<file path="src/rtl/rd_skew_ctrl.sv">
// Skewed read-address generator: lane i reads num_rows words from base_addr, i cycles after lane 0.
// Optional RD_SKEW_STRIDE_EN adds a latched per-start address stride (default build: stride 1).
module rd_skew_ctrl #(
  parameter int LANES  = 4,
  parameter int ADDR_W = 8,
  parameter int LEN_W  = 8
) (
  input  logic                      clk,
  input  logic                      reset,
  input  logic                      start,
  input  logic [ADDR_W-1:0]         base_addr,
  input  logic [LEN_W-1:0]          num_rows,
`ifdef RD_SKEW_STRIDE_EN
  input  logic [ADDR_W-1:0]         stride,
`endif
  input  logic                      stall,
  output logic [LANES-1:0]          rd_en,
  output logic [LANES*ADDR_W-1:0]   rd_addr,
  output logic                      busy,
  output logic                      done
);

  localparam int CNT_W = LEN_W + $clog2(LANES) + 1;

  typedef enum logic [1:0] {IDLE, RUN, FIN} state_t;

  state_t              state;
  logic [CNT_W-1:0]    phase;
  logic [CNT_W-1:0]    last_phase;
  logic [LEN_W-1:0]    n_q;
  logic [ADDR_W-1:0]   base_q;

  logic [CNT_W-1:0]         phase_nx;
  logic [LEN_W-1:0]         n_eff;
  logic [ADDR_W-1:0]        base_eff;
  logic [ADDR_W-1:0]        stride_eff;
  logic [CNT_W-1:0]         last_nx;
  logic [LANES-1:0]         en_nx;
  logic [LANES*ADDR_W-1:0]  addr_nx;

`ifdef RD_SKEW_STRIDE_EN
  logic [ADDR_W-1:0] stride_q;
  assign stride_eff = (state == IDLE) ? stride : stride_q;
`else
  assign stride_eff = ADDR_W'(1);
`endif

  // In IDLE the next cycle is phase 0 of a fresh request, so use the live inputs.
  assign phase_nx = (state == IDLE) ? '0 : phase + CNT_W'(1);
  assign n_eff    = (state == IDLE) ? num_rows : n_q;
  assign base_eff = (state == IDLE) ? base_addr : base_q;
  // A zero-length request still spends one busy cycle (phase 0, no enables) before FIN.
  assign last_nx  = (num_rows == '0) ? '0
                  : CNT_W'(num_rows) + CNT_W'(LANES) - CNT_W'(2);

  // A lane that was enabled last cycle steps by the stride; a newly enabled lane starts at base.
  always_comb begin
    en_nx   = '0;
    addr_nx = rd_addr;
    for (int i = 0; i < LANES; i++) begin
      en_nx[i] = (phase_nx >= CNT_W'(i)) && (phase_nx < CNT_W'(i) + CNT_W'(n_eff));
      if (en_nx[i]) begin
        addr_nx[i*ADDR_W +: ADDR_W] = rd_en[i] ? rd_addr[i*ADDR_W +: ADDR_W] + stride_eff
                                               : base_eff;
      end
    end
  end

  always_ff @(posedge clk or negedge reset) begin
    if (!reset) begin
      state      <= IDLE;
      phase      <= '0;
      last_phase <= '0;
      n_q        <= '0;
      base_q     <= '0;
`ifdef RD_SKEW_STRIDE_EN
      stride_q   <= '0;
`endif
      rd_en      <= '0;
      rd_addr    <= '0;
      busy       <= 1'b0;
      done       <= 1'b0;
    end else begin
      case (state)
        IDLE: begin
          if (start) begin
            n_q        <= num_rows;
            base_q     <= base_addr;
`ifdef RD_SKEW_STRIDE_EN
            stride_q   <= stride;
`endif
            last_phase <= last_nx;
            phase      <= '0;
            rd_en      <= en_nx;
            rd_addr    <= addr_nx;
            busy       <= 1'b1;
            state      <= RUN;
          end
        end
        RUN: begin
          if (!stall) begin
            if (phase == last_phase) begin
              rd_en <= '0;
              busy  <= 1'b0;
              done  <= 1'b1;
              state <= FIN;
            end else begin
              phase   <= phase_nx;
              rd_en   <= en_nx;
              rd_addr <= addr_nx;
            end
          end
        end
        FIN: begin
          // Leaves unconditionally so a stall can never stretch the done pulse.
          done  <= 1'b0;
          state <= IDLE;
        end
        default: begin
          rd_en <= '0;
          busy  <= 1'b0;
          done  <= 1'b0;
          state <= IDLE;
        end
      endcase
    end
  end

endmodule

</file>
<file path="config.mk">
export PLATFORM = sky130hd
export DESIGN_NAME = rd_skew_ctrl
export DESIGN_NICKNAME = d
export VERILOG_FILES = /design/src/rtl/rd_skew_ctrl.sv
export SDC_FILE = /design/constraint.sdc
export NUM_CORES = 1
export LEC_CHECK = 0
export ABC_AREA = 1
export CORE_UTILIZATION = 45
export DETAILED_ROUTE_END_ITERATION = 16
export GPL_TIMING_DRIVEN = 0
export PLACE_DENSITY = 0.74
export SYNTH_ARGS = -nofsm -noshare
export SYNTH_HDL_FRONTEND = slang
export SYNTH_SLANG_ARGS = --single-unit
export TNS_END_PERCENT = 1
</file>
<file path="constraint.sdc">
create_clock -name clk -period 8 [get_ports clk]
set_clock_uncertainty 0.15 [all_clocks]
set_input_delay 1.6 -clock clk [delete_from_list [all_inputs] [get_ports clk]]
set_output_delay 1.6 -clock clk [all_outputs]
set_load 0.02 [all_outputs]
</file>
==> flow_summary.ini <==
[outcome]
outcome = complete, no violations

[worst_setup_path]
worst-endpoint-required_ns = 8.08
endpoint_class_of_the_critical_path = register
timing.critical_path.fanout_max = 9
worst_setup_path_start_kind = input pin
critPathArrivalTime_ns = 4.54
crit_type = input pin to register

[clocking]
clock_latency_ns = 0.34
cts_inserted_buffers = 9
clock_tree.root_cell = clkbuf_16
cts_resized = 0
clock_tree.htree_level_count = 3
post_cts_buffers = 0
worst_setup_hold_path_clk_slew_ns = 0.05
cts-hold-fix-buffers = 0
cts_tree = done
cts_sinks = 76
max-clock-path-buffers = 2

[synthesis]
async_flop_share = 1.00
number_of_synthesized_flops_with_an_enable_pin = 0
syn_nets = 823
yosys_warnings = 0
syn_avg_cell_area_sq_um = 7.55
yosys-top-cells-area = dfrtp_1 (33%), nand2_1 (14%), ha_1 (8.2%)
synth_top_area_share = 0.329
synth_seq_area_share = 0.329
syn-instance-count = 765
dominantRegCellSynth = dfrtp_1
netlist-cell-type-count = 44
syn_area_sq_um = 5770
synthDominantAreaCellType = dfrtp_1
yosys_register_bits = 76

[die]
die_h_microns = 115
die_w_microns = 115
floorplan.rows = 41
design.portCount = 58
die_area_sq_um = 13300
initial_core_util = 0.459
placeableCoreArea_sq_um = 12600

[place]
gp_congestion = 0.858
port_bufs = 57
dp_hpwl_microns = 10800
dpl_cell_area_sq_um = 6590

[cells_and_area]
most-common-layout-cells = nand2_1 (213), inv_1 (80), dfrtp_1 (76), clkdlybuf4s50_1 (56), o21ai_0 (55)
layout.filler_cells = 1203
final_design_area_no_fill_sq_um = 6860
layout.cells.most_common = nand2_1
num-nets-final = 892
seqCellArea_sq_um = 1900
flow.area_growth_from_synthesis_pct = 18.9
area_occupied_by_multi_input_gates_sq_um = 3420
drive_above_1_share = 0.121
antennaDiodeCount = 0

[routing]
drc_errors = 0
route.vias.total = 5367
route.final.wire_length_microns = 14300
routed_wire_length_per_instance_microns = 14.1
antenna_violating_nets_post_route = 0
routed_via_density = 5.32
dr.pass1.iters = 5
drt_first_iter_violations = 419

[sta]
f_max_mhz = 224
post-route-period-util = 0.558
timing_max_transition_violations_final = 0
tightest_slew_ns = 0.928
tns_ns = 0
period_minus_slack_ns = 4.46
timing_hold_violations_final = 0
rsz_0062_raised_after_global_routing = false
timing.max_slew.rel_slack = 0.375
final-setup-viol-count = 0

[job]
cap_viol_max_count = 0

[power]
p_per_area_nw_per_um2 = 472
static_leakage_nw = 3.32
max-vdd-ir-drop_mv = 0.224

[grt]
grt_antenna_before_repair = 0
gr-total-overflow = 0
grt_first_pass_wirelength_microns = 24000
grt_start_max_net_pins = 68
globalRouteTotalUtil = 0.232
first_global_vias = 4980

[min_path]
hp-class = register to register
[critical path: stages]
cell             delay (ns)
clkdlybuf4s50_1        0.54
inv_1                  0.11
nand2_2                0.09
nand2_2                0.11
inv_2                  0.11
ha_1                   0.18
nand2_1                0.06
nor2_1                 0.20
nand3_1                0.15
xnor2_1                0.16
ha_1                   0.30
inv_1                  0.08
nor3_1                 0.05
nor3_1                 0.19
a21oi_2                0.13
nor2_8                 0.17
nand3_4                0.14
nand2_1                0.09
nand2_1                0.05
[synthesized netlist by cell type (all sizes together), types with 3 or more instances]
cell type    n
nor3         7
mux2i        6
o21a         5
inv         93
o22ai        4
xnor2        9
clkbuf       9
a21oi       24
xor2        16
o32ai        6
nand3b      10
ha          38
nand2      227
or2          3
o21ai       90
nor2        49
buf          7
nand3       52
nand4       26
dfrtp       76
[registers in the layout, indices dropped and copies added (netlist names)]
signal	count
base_q	8
busy	1
done	1
last_phase	9
n_q	8
phase	11
rd_addr	32
rd_en	4
state	2
[worst paths after layout]
check                      slack [ns]  cells after the start     endpoint         from
max                              3.54                     19  rd_addr[13]  num_rows[1]
min                              0.33                      2       n_q[7]       n_q[7]
max reg2reg                      4.57                     17     rd_en[3]     state[1]
min reg2reg                      0.33                      2       n_q[7]       n_q[7]
max in group asynchronous        6.19                      2       n_q[4]        reset
min in group asynchronous        0.94                      1   rd_addr[4]        reset
[area by class of cell]
| type | count | share of cell area |
|---|---|---|
| well taps | 172 | 0.0314 |
| flip-flops and latches | 76 | 0.277 |
| repair buffers | 58 | 0.0868 |
| clock inverters | 3 | 0.00583 |
| multi-input cells | 580 | 0.499 |
| plain buffers | 16 | 0.0146 |
| clock buffers | 10 | 0.0348 |
| inverters | 93 | 0.0509 |
[report_power, final]
| part | leakage [nW] | internal [mW] | switching (mW) |
|---|---|---|---|
| sequential | 0.959 | 0.559 | 0.166 |
| clock | 0.140 | 0.243 | 0.151 |
| combinational | 2.22 | 0.788 | 1.33 |
| total | 3.32 | 1.59 | 1.65 |
[per-layer routing]
layer,global-route usage,vias up,wire length (microns)
li1,-,2696,-
met5,0,-,0
met3,0.0522,19,902
met1,0.306,2504,6530
met2,0.384,148,6640
met4,0.0632,0,176
[cells by family after synthesis]
| logic type | synth area share |
|---|---|
| fa+ha+maj | 0.0823 |
| xor+xnor | 0.0379 |
| mux | 0.0104 |
| buf+inv | 0.0778 |
| flops | 0.329 |
| simple gates | 0.319 |
| compound gates | 0.143 |
[per-stage QoR]
| step | setup WS [ns] | cells | hold WS, ns | util | power [mW] |
|---|---|---|---|---|---|
| 2_1_floorplan | 4.15 | 765 | 0.292 | - | 2.25 |
| 3_3_place_gp | 2.39 | 994 | 0.309 | 0.522 | 2.78 |
| 3_5_place_dp | 3.19 | 995 | 0.318 | 0.524 | 2.83 |
| 4_1_cts | 3.53 | 1008 | 0.332 | 0.546 | 3.24 |
| 5_1_grt | 3.22 | 1008 | 0.357 | 0.546 | 3.54 |
| 6_report | 3.54 | 1008 | 0.330 | 0.546 | 3.24 |
Power figures use the tool's default switching activity.
